<file path="config.mk">
export PLATFORM = sky130hd
export DESIGN_NAME = loop_addr_gen_flat
export DESIGN_NICKNAME = d
export VERILOG_FILES = /design/src/rtl/loop_addr_gen_if.sv /design/src/rtl/loop_addr_gen.sv /design/src/flat_wrapper.sv
export SDC_FILE = /design/constraint.sdc
export NUM_CORES = 1
export LEC_CHECK = 0
export ABC_AREA = 1
export BUFFER_PORTS_ARGS = -buffer_cell sky130_fd_sc_hd__buf_4
export CAP_MARGIN = 0
export CORE_MARGIN = 8
export CORE_UTILIZATION = 55
export CTS_BUF_LIST = sky130_fd_sc_hd__clkbuf_8
export CTS_CLUSTER_DIAMETER = 150
export DETAILED_ROUTE_END_ITERATION = 8
export GPL_ROUTABILITY_DRIVEN = 0
export HOLD_SLACK_MARGIN = 0.08
export PLACE_DENSITY_LB_ADDON = 0.3
export RECOVER_POWER = 50
export SETUP_SLACK_MARGIN = 0.15
export SLEW_MARGIN = 20
export SYNTH_ARGS = -nofsm -noshare
export SYNTH_HDL_FRONTEND = slang
export SYNTH_SLANG_ARGS = --single-unit
</file>
<file path="constraint.sdc">
create_clock -name clk -period 3.5 [get_ports clk]
set_clock_uncertainty 0.05 [all_clocks]
set_input_delay 0.35 -clock clk [delete_from_list [all_inputs] [get_ports clk]]
set_output_delay 0.35 -clock clk [all_outputs]
set_load 0.01 [all_outputs]
</file>
<file path="src/rtl/loop_addr_gen_if.sv">
// Address-stream interface for loop_addr_gen.
// Carries the launch/config inputs, the valid/ready address stream and the
// busy/done status. "master" is the address generator, "slave" is the
// controller/consumer that launches sequences and accepts addresses.
//   start        launch request (sampled only while the generator is idle)
//   base_addr    first address of the sequence
//   stride_inner address increment per inner step
//   stride_outer address increment per outer step
//   num_inner    inner trip count
//   num_outer    outer trip count
//   addr_valid   addr holds a valid address
//   addr_ready   consumer accepts addr this cycle
//   addr         current address
//   addr_last    addr is the final address of the sequence
//   busy         sequence in progress (RUN or DONE)
//   done         one-cycle completion pulse
interface loop_addr_gen_if #(
  parameter int unsigned ADDR_WIDTH = 16,
  parameter int unsigned ITER_WIDTH = 8
) ();

  logic                  start;
  logic [ADDR_WIDTH-1:0] base_addr;
  logic [ADDR_WIDTH-1:0] stride_inner;
  logic [ADDR_WIDTH-1:0] stride_outer;
  logic [ITER_WIDTH-1:0] num_inner;
  logic [ITER_WIDTH-1:0] num_outer;
  logic                  addr_valid;
  logic                  addr_ready;
  logic [ADDR_WIDTH-1:0] addr;
  logic                  addr_last;
  logic                  busy;
  logic                  done;

  modport master (
    input  start,
    input  base_addr,
    input  stride_inner,
    input  stride_outer,
    input  num_inner,
    input  num_outer,
    input  addr_ready,
    output addr_valid,
    output addr,
    output addr_last,
    output busy,
    output done
  );

  modport slave (
    output start,
    output base_addr,
    output stride_inner,
    output stride_outer,
    output num_inner,
    output num_outer,
    output addr_ready,
    input  addr_valid,
    input  addr,
    input  addr_last,
    input  busy,
    input  done
  );

endinterface

</file>
<file path="src/rtl/loop_addr_gen.sv">
// Two-level nested-loop address generator.
// Turns inner/outer iteration indices into a stream of strided addresses
// addr = base + i*stride_inner + o*stride_outer (mod 2^ADDR_WIDTH), built
// with accumulators. The stream uses valid/ready and holds under stall.
// Ports:
//   clk  clock
//   rst  synchronous reset, active-high
//   bus  loop_addr_gen_if.master: start/config in, address stream and
//        busy/done status out (all outputs registered)
module loop_addr_gen #(
  parameter int unsigned ADDR_WIDTH = 16,
  parameter int unsigned ITER_WIDTH = 8
) (
  input  logic            clk,
  input  logic            rst,
  loop_addr_gen_if.master bus
);

  typedef enum logic [1:0] {
    ST_IDLE = 2'd0,
    ST_RUN  = 2'd1,
    ST_DONE = 2'd2
  } state_t;

  state_t                state_q, state_d;

  // Latched configuration
  logic [ADDR_WIDTH-1:0] si_q, si_d;
  logic [ADDR_WIDTH-1:0] so_q, so_d;
  logic [ITER_WIDTH-1:0] ni_q, ni_d;
  logic [ITER_WIDTH-1:0] no_q, no_d;

  // Loop indices and address accumulators
  logic [ITER_WIDTH-1:0] i_q, i_d;
  logic [ITER_WIDTH-1:0] o_q, o_d;
  logic [ADDR_WIDTH-1:0] addr_q, addr_d;
  logic [ADDR_WIDTH-1:0] row_base_q, row_base_d;

  // Registered outputs
  logic                  valid_q, valid_d;
  logic                  last_q, last_d;
  logic                  busy_q, busy_d;
  logic                  done_q, done_d;

  logic                  fire_c;
  logic                  inner_end_c;
  logic                  outer_end_c;

  assign fire_c      = valid_q && bus.addr_ready;
  assign inner_end_c = (i_q == (ni_q - ITER_WIDTH'(1)));
  assign outer_end_c = (o_q == (no_q - ITER_WIDTH'(1)));

  // State and datapath registers
  always_ff @(posedge clk) begin
    if (rst) begin
      state_q    <= ST_IDLE;
      si_q       <= '0;
      so_q       <= '0;
      ni_q       <= '0;
      no_q       <= '0;
      i_q        <= '0;
      o_q        <= '0;
      addr_q     <= '0;
      row_base_q <= '0;
      valid_q    <= 1'b0;
      last_q     <= 1'b0;
      busy_q     <= 1'b0;
      done_q     <= 1'b0;
    end else begin
      state_q    <= state_d;
      si_q       <= si_d;
      so_q       <= so_d;
      ni_q       <= ni_d;
      no_q       <= no_d;
      i_q        <= i_d;
      o_q        <= o_d;
      addr_q     <= addr_d;
      row_base_q <= row_base_d;
      valid_q    <= valid_d;
      last_q     <= last_d;
      busy_q     <= busy_d;
      done_q     <= done_d;
    end
  end

  // Next-state, index/address stepping and next output values
  always_comb begin
    state_d    = state_q;
    si_d       = si_q;
    so_d       = so_q;
    ni_d       = ni_q;
    no_d       = no_q;
    i_d        = i_q;
    o_d        = o_q;
    addr_d     = addr_q;
    row_base_d = row_base_q;
    valid_d    = 1'b0;
    last_d     = 1'b0;
    busy_d     = 1'b0;
    done_d     = 1'b0;

    case (state_q)
      ST_IDLE: begin
        if (bus.start) begin
          si_d = bus.stride_inner;
          so_d = bus.stride_outer;
          ni_d = bus.num_inner;
          no_d = bus.num_outer;
          i_d  = '0;
          o_d  = '0;
          if ((bus.num_inner == '0) || (bus.num_outer == '0)) begin
            // Empty iteration space: report completion without addresses
            state_d = ST_DONE;
          end else begin
            state_d    = ST_RUN;
            addr_d     = bus.base_addr;
            row_base_d = bus.base_addr;
          end
        end
      end

      ST_RUN: begin
        if (fire_c) begin
          if (!inner_end_c) begin
            i_d    = i_q + ITER_WIDTH'(1);
            addr_d = addr_q + si_q;
          end else if (!outer_end_c) begin
            // Next row starts one outer stride past the current row start
            i_d        = '0;
            o_d        = o_q + ITER_WIDTH'(1);
            addr_d     = row_base_q + so_q;
            row_base_d = row_base_q + so_q;
          end else begin
            state_d = ST_DONE;
          end
        end
      end

      ST_DONE: begin
        state_d = ST_IDLE;
      end

      default: begin
        state_d = ST_IDLE;
      end
    endcase

    // Outputs are registered, so derive them from the state being entered
    valid_d = (state_d == ST_RUN);
    busy_d  = (state_d != ST_IDLE);
    done_d  = (state_d == ST_DONE);
    last_d  = valid_d &&
              (i_d == (ni_d - ITER_WIDTH'(1))) &&
              (o_d == (no_d - ITER_WIDTH'(1)));
  end

  assign bus.addr_valid = valid_q;
  assign bus.addr       = addr_q;
  assign bus.addr_last  = last_q;
  assign bus.busy       = busy_q;
  assign bus.done       = done_q;

endmodule
</file>
<file path="src/flat_wrapper.sv">
// flat-port wrapper written by rule: the top's interface ports become plain ports
module loop_addr_gen_flat 
#(
  parameter int unsigned ADDR_WIDTH = 16,
  parameter int unsigned ITER_WIDTH = 8
)
  (clk, rst, bus_start, bus_base_addr, bus_stride_inner, bus_stride_outer, bus_num_inner, bus_num_outer, bus_addr_ready, bus_addr_valid, bus_addr, bus_addr_last, bus_busy, bus_done);
  loop_addr_gen_if #(.ADDR_WIDTH(ADDR_WIDTH), .ITER_WIDTH(ITER_WIDTH)) bus_i ();
  input  logic clk;
  input  logic rst;
  input wire logic [$bits(bus_i.start)-1:0] bus_start;
  input wire logic [$bits(bus_i.base_addr)-1:0] bus_base_addr;
  input wire logic [$bits(bus_i.stride_inner)-1:0] bus_stride_inner;
  input wire logic [$bits(bus_i.stride_outer)-1:0] bus_stride_outer;
  input wire logic [$bits(bus_i.num_inner)-1:0] bus_num_inner;
  input wire logic [$bits(bus_i.num_outer)-1:0] bus_num_outer;
  input wire logic [$bits(bus_i.addr_ready)-1:0] bus_addr_ready;
  output wire logic [$bits(bus_i.addr_valid)-1:0] bus_addr_valid;
  output wire logic [$bits(bus_i.addr)-1:0] bus_addr;
  output wire logic [$bits(bus_i.addr_last)-1:0] bus_addr_last;
  output wire logic [$bits(bus_i.busy)-1:0] bus_busy;
  output wire logic [$bits(bus_i.done)-1:0] bus_done;
  assign bus_i.start = bus_start;
  assign bus_i.base_addr = bus_base_addr;
  assign bus_i.stride_inner = bus_stride_inner;
  assign bus_i.stride_outer = bus_stride_outer;
  assign bus_i.num_inner = bus_num_inner;
  assign bus_i.num_outer = bus_num_outer;
  assign bus_i.addr_ready = bus_addr_ready;
  assign bus_addr_valid = bus_i.addr_valid;
  assign bus_addr = bus_i.addr;
  assign bus_addr_last = bus_i.addr_last;
  assign bus_busy = bus_i.busy;
  assign bus_done = bus_i.done;
  loop_addr_gen #(.ADDR_WIDTH(ADDR_WIDTH), .ITER_WIDTH(ITER_WIDTH)) u_core (.clk(clk), .rst(rst), .bus(bus_i));
endmodule
</file>
==> results.yml, run 1 <==
critical_path:
  cp_common_cell: "nand3_1"
  crit_start: "u_core.state_q[0]"
  r2r-start: "u_core.state_q[0]"
  cp_max_fo: 33
  worstSetupStartpointType: "register"
  end_kind: "register"
  path_cells: "nor2_1, nand2_4, o21ai_0, ha_1, and3_1, nand3_1, xor2_1, nand3_1, nand2_1, inv_1, nand3_1, nor2_1, nand3_1, nor2_1"
  critPathMaxStageDelay_ns: 0.60
  worstPathArrival_ns: 3.22
  reg2reg_slack_ns: 0.57
  worst-setup-path-type: "reg2reg"
  critPathRequiredTime_ns: 3.79
  crit_end: "u_core.bus.addr_last"
  worst_path_max_delay_cell: "o21ai_0"
  reg2regPathDepth: 14
  r2r_end: "u_core.bus.addr_last"
clock_tree:
  clk_path_buf_depth: 2
  cts.sinks: 102
  cts_tree: "built"
  clock_latency_ns: 0.41
  cts_inserted_buffers: 9
  h-tree-depth: 3
  hold_buffers: 0
  clockRootBuffer: "clkbuf_8"
  cts_repair_resize_count: 0
  cts.clk_slew.worst_paths_ns: 0.11
  cts_setup_buffers: 0
synthesis:
  yosys.area.top_type_share_pct: 29.4
  synthSimpleGateAreaFrac_pct: 31.9
  synth_top_family_by_area: "simple AND/OR/NAND/NOR gates"
  synthXorXnorAreaFrac_pct: 6.67
  synth-compound-area-share_pct: 17.5
  async_flop_share_pct: 0
  synth-edff-count: 0
  synth_adder_area_share_pct: 7.06
  synth_top_area_cell: "dfxtp_1"
  ys_warn_count: 0
  yosys_most_used_dff: "dfxtp_1"
  syn-cell-area_um2: 6940
  avgSynthCellArea_um2: 6.55
  synth_area_leaders: "dfxtp_1 29%, nand2_1 14%, nor2_1 7.5%"
  ys_types: 44
  syn-num-nets: 1166
  ys_seq_area_share_pct: 29.4
  synthMuxAreaShare_pct: 0.288
  ys_ff_latch: 102
  netlist_instances: 1060
power_and_ir_drop:
  p_seq_share_pct: 43.1
  clock_power_share_pct: 25.6
  internal_power_w: 0.00195
  share_comb_of_total_power_pct: 31.3
  peakVddDrop_uv: 302
  p_sw_share_pct: 36.3
  powerDensity_nw_per_um2: 393
  p_switching_w: 0.00111
  power_w: 0.00307
  power.static_leakage_nw: 3.64
timing:
  hold_viol_final: 0
  max-slew-margin-rel_pct: 35.7
  tns_ns: 0
  rsz0062_at_grt: "false"
  post-route-period-util_pct: 83.6
  fmax_mhz: 342
  period_minus_slack_ns: 2.93
  setup_viol: 0
  worst_slew_pin_slew_ns: 0.963
  slew_violations: 0
global_route:
  grtUsageTotal_pct: 23.0
  gr-total-overflow: 0
  first_global_vias: 6842
  grt_max_degree: 65
  grt_pass1_wl_um: 31000
  grt_antenna_before_repair: 0
final_layout:
  layout_common_cells: "257 x nand2_1, 139 x nor2_1, 108 x o21ai_0"
  final_common_cell: "nand2_1"
  drive_gt1_share_pct: 10.4
  area_delta_synth_final_pct: 12.4
  insertedDiodeCount: 0
  num-nets-final: 1232
  utilization_pct: 62.6
detailed_routing:
  post-route-drc-count: 0
  via_per_inst: 5.50
  num_vias: 7165
  wl_per_cell_um: 14.5
  dr.first_iter.drc_count: 546
  ant_nets: 0
  wl_um: 18900
  drt-pass1-iter-count: 5
flow_run:
  maxCapViolations: 0
floorplanning:
  die_h_um: 128
  io_pins: 88
  coreArea_um2: 12500
  die_w_um: 128
  row_count: 41
  dieArea_um2: 16500
  start_util_pct: 55.7
placement:
  hpwl_um: 14200
  portBuffers: 87
worst_hold_path:
  hp-class: "in2reg"
run_status:
  status: "finished, final reports clean"
[worst min path at each step]
stage / start / end / slack, ns / depth (start not counted)
floorplan: u_core.si_q[0] / u_core.si_q[0] / 0.41 / 2
global placement: u_core.so_q[0] / u_core.so_q[0] / 0.42 / 2
detailed placement: u_core.so_q[2] / u_core.so_q[2] / 0.43 / 2
CTS: bus_stride_outer[14] / u_core.so_q[14] / 0.13 / 3
global route: bus_stride_inner[12] / u_core.si_q[12] / 0.15 / 3
finish: bus_stride_outer[14] / u_core.so_q[14] / 0.14 / 3
[layer usage]
layer | part of all wire (%) | up-vias | global-route usage (%)
met3 | 5.9 | 35 | 4.68
met4 | 1.6 | 0 | 7.69
li1 | - | 3656 | -
met2 | 49 | 228 | 41.8
met1 | 43 | 3246 | 26.4
met5 | 0 | - | 0
[critical path, delay by kind of cell, from the launching register on]
family / cells / cell delay (ns)
compound gates: 1 / 0.60
xor+xnor: 1 / 0.18
fa+ha+maj: 1 / 0.29
buf+inv: 1 / 0.05
flops: 1 / 0.33
simple gates: 10 / 1.35
[flip-flops by register name, summed over array words and instances (netlist names), 2 cells and up]
name and count:
u_core.no_q 8, u_core.bus.addr 16, u_core.ni_q 8, u_core.row_base_q 16
u_core.si_q 16, u_core.i_q 8, u_core.o_q 8, u_core.so_q 16
u_core.state_q 2
[synthesized netlist by cell type (2+ instances only)]
library cell	count
nand2_1	257
nor2_1	138
dfxtp_1	102
o21ai_0	97
inv_1	75
a21oi_1	64
nand3_1	63
ha_1	36
xor2_1	33
a31oi_1	27
clkbuf_1	26
xnor2_1	18
nand4_1	14
o21ai_1	14
buf_2	10
nand3b_1	9
inv_2	6
nor4_1	6
o211ai_1	6
nand2_2	5
nor2_2	5
nor3_1	5
nand3_2	4
o21ai_2	4
buf_4	3
nor2_4	3
o31ai_1	3
or2_2	3
a21boi_0	2
a21o_1	2
and2_1	2
and3_1	2
clkinv_1	2
fa_1	2
mux2i_1	2
o21bai_1	2
[kinds of logic (layout without fill, tap and decap cells)]
kind of cell / after synthesis / in the layout
fa+ha+maj: 38 / 38
compound gates: 224 / 224
mux: 2 / 2
simple gates: 518 / 518
buf+inv: 124 / 195
flops: 102 / 102
xor+xnor: 52 / 52
[through the flow]
step | instances | worst slack [ns] | hold slack (ns) | area (µm²)
detailed placement | 1287 | 0.632 | 0.429 | 7700
CTS | 1303 | 0.615 | 0.131 | 7900
floorplan | 1060 | 0.991 | 0.409 | 6940
global route | 1303 | 0.257 | 0.148 | 7800
global placement | 1287 | 0.756 | 0.420 | 7700
finish | 1303 | 0.574 | 0.137 | 7800
[cell type report]
cell class | count | area (µm²)
clock inverters | 7 | 73.8
inverters | 83 | 312
repair buffers | 96 | 642
clock buffers | 9 | 124
well taps | 172 | 215
fillers | 1218 | 4660
flip-flops and latches | 102 | 2040
multi-input cells | 834 | 4390
[power by group through the flow]
stage,sequential [W],clock [W],combinational [W]
3_3_place_gp,0.00135,0,0.000956
2_1_floorplan,0.00134,0,0.000693
5_1_grt,0.00133,0.000827,0.00109
3_5_place_dp,0.00135,0,0.000973
4_1_cts,0.00132,0.000799,0.000979
6_report,0.00132,0.000784,0.000960
Power figures use the tool's default switching activity.
==> run 2: changes to the inputs <==
==> constraint.sdc (replaced) <==
create_clock -name clk -period 2.8 [get_ports clk]
set_clock_uncertainty 0.05 [all_clocks]
set_input_delay 0.28 -clock clk [delete_from_list [all_inputs] [get_ports clk]]
set_output_delay 0.28 -clock clk [all_outputs]
set_load 0.01 [all_outputs]
==> run 2 against run 1 <==
Effect of this change:
- non-clock buffer count is 34 higher
- final cell count is 2.7% higher
- first-iteration DRC count is 12% higher
- flip-flop and latch count stayed put
- clock power is 16% higher
- design area is 5.6% higher
- register-to-register slack worse by 0.31 ns
- die area stayed put
- combinational power is 34% higher
- count of clock-buffer cells in the layout is 1 higher
- critical path type unchanged
==> results.yml, run 2 (synthesis results as in run 1) <==
run_status:
  status: "finished, final reports clean"
floorplanning:
  start_util_pct: 55.7
  coreArea_um2: 12500
  row_count: 41
  die_h_um: 128
  io_pins: 88
  die_w_um: 128
  dieArea_um2: 16500
power_and_ir_drop:
  powerDensity_nw_per_um2: 468
  peakVddDrop_uv: 355
  power.static_leakage_nw: 3.84
critical_path:
  cp_max_fo: 5
  path_cells: "inv_1, ha_4, xor2_2, nand2_1, nor2_1, nand2_1, nor2_1, nand3_2, nand2_2, o21ai_0, o21ai_1, nand2_1, nand3b_1, nand2_1, nor2_1, nand3_1, nor2_1"
  crit_buf_inv: 1
  worst-setup-path-type: "reg2reg"
  critPathRequiredTime_ns: 3.09
  worstPathArrival_ns: 2.82
  end_kind: "register"
  worstSetupStartpointType: "register"
  critPathMaxStageDelay_ns: 0.35
  crit_family: "simple AND/OR/NAND/NOR gates"
  worst_path_max_delay_cell: "dfxtp_2"
timing:
  tns_ns: 0
  fmax_mhz: 394
  post-route-period-util_pct: 90.5
  layout_setup_ws_ns: 0.265
  setup_viol: 0
  hold_viol_final: 0
  worst_slew_pin_slew_ns: 1.00
  max-slew-margin-rel_pct: 33.0
  rsz0062_at_grt: "true"
  period_minus_slack_ns: 2.54
  slew_violations: 0
final_layout:
  fillers: 1181
  layout_common_cells: "255 x nand2_1, 135 x nor2_1, 99 x dfxtp_1"
  utilization_pct: 66.1
  drive_gt1_share_pct: 14.8
  final_common_cell: "nand2_1"
  insertedDiodeCount: 0
  stdcell_area_um2: 8240
  num-nets-final: 1267
  area_delta_synth_final_pct: 18.7
detailed_routing:
  post-route-drc-count: 0
  wl_um: 19800
  num_vias: 7302
  via_per_inst: 5.46
  ant_nets: 0
  dr.first_iter.drc_count: 611
  wl_per_cell_um: 14.8
  drt-pass1-iter-count: 6
clock_tree:
  clock_latency_ns: 0.40
  clk_path_buf_depth: 2
  cts_tree: "built"
  h-tree-depth: 3
  clockRootBuffer: "clkbuf_8"
  cts.clk_slew.worst_paths_ns: 0.10
  cts_inserted_buffers: 9
  cts.sinks: 102
global_route:
  grtUsageTotal_pct: 23.3
  gr-total-overflow: 0
  grt_max_degree: 65
  first_global_vias: 6856
  grt_antenna_before_repair: 0
  grt_pass1_wl_um: 31700
placement:
  post-place-ws_ns: 0.211
  placed_cell_area_um2: 7830
  portBuffers: 87
  hpwl_um: 14400
flow_run:
  maxCapViolations: 0
worst_hold_path:
  hp-class: "in2reg"
==> run 2: changes by cell type in the layout (fill, tap and decap cells not counted), moves of 4 or more <==
cell	previous run	this run
dlygate4sd3_1	0	9
o21ai_0	108	97
nand3_2	3	9
nand3_1	64	56
buf_4	75	98
o21ai_1	5	12
o21ai_2	2	6
nor2_1	139	135
==> run 2: worst paths after layout <==
kind | from | endpoint | slack [ns] | cells after the start
worst min register to register | u_core.so_q[3] | u_core.so_q[3] | 0.45 | 2
worst min-delay path | bus_stride_inner[10] | u_core.si_q[10] | 0.08 | 3
worst max-delay path | u_core.no_q[0] | u_core.bus.addr_last | 0.26 | 17
worst max register to register | u_core.no_q[0] | u_core.bus.addr_last | 0.26 | 17
==> run 2: where the power goes <==
| part | switching [W] | internal [W] | leakage [nW] |
|---|---|---|---|
| Combinational | 0.000784 | 0.000511 | 2.91 |
| Clock | 0.000559 | 0.000352 | 0.0889 |
| Sequential | 0.0000874 | 0.00157 | 0.843 |
==> run 2: final cells by class <==
| type | count | area [µm²] | area share (%) |
|---|---|---|---|
| Multi-Input combinational cell | 835 | 4550 | 55.2 |
| Sequential cell | 102 | 2050 | 24.9 |
| Timing Repair Buffer | 130 | 930 | 11.3 |
| Inverter | 83 | 312 | 3.78 |
| Tap cell | 172 | 215 | 2.61 |
| Clock buffer | 10 | 138 | 1.67 |
| Clock inverter | 6 | 46.3 | 0.562 |
==> run 2: metrics by stage <==
stage,hold slack [ns],total power [W],instances
after global placement,0.424,0.00291,1303
after floorplan,0.397,0.00254,1060
after detailed placement,0.432,0.00293,1303
final,0.0828,0.00386,1338
after global routing,0.0851,0.00409,1338
after CTS,0.0806,0.00384,1328
==> run 2: what timing repair did <==
item / 4_1_cts / 5_1_grt
setup buffers: 0 / 9
endpoints found under the hold margin: 9 / 0
hold buffers: 9 / 0
resized for setup: 0 / 42
setup endpoints to repair: 0 / 31
==> run 2: routing by layer <==
metal  track usage (%)  vias up  part of all wire (%)  wire length, µm
li1                  -     3720                     -                -
met1              27.7     3320                    43             8500
met2              41.1      222                    49             9730
met3              4.68       40                   5.5             1090
met4              7.41        0                   2.3              446
met5                 0        -                     0                0
==> run 2: worst min-delay path, cell delays in order <==
cell,delay [ns]
buf_4,0.07
o21ai_0,0.07
nor2_1,0.08
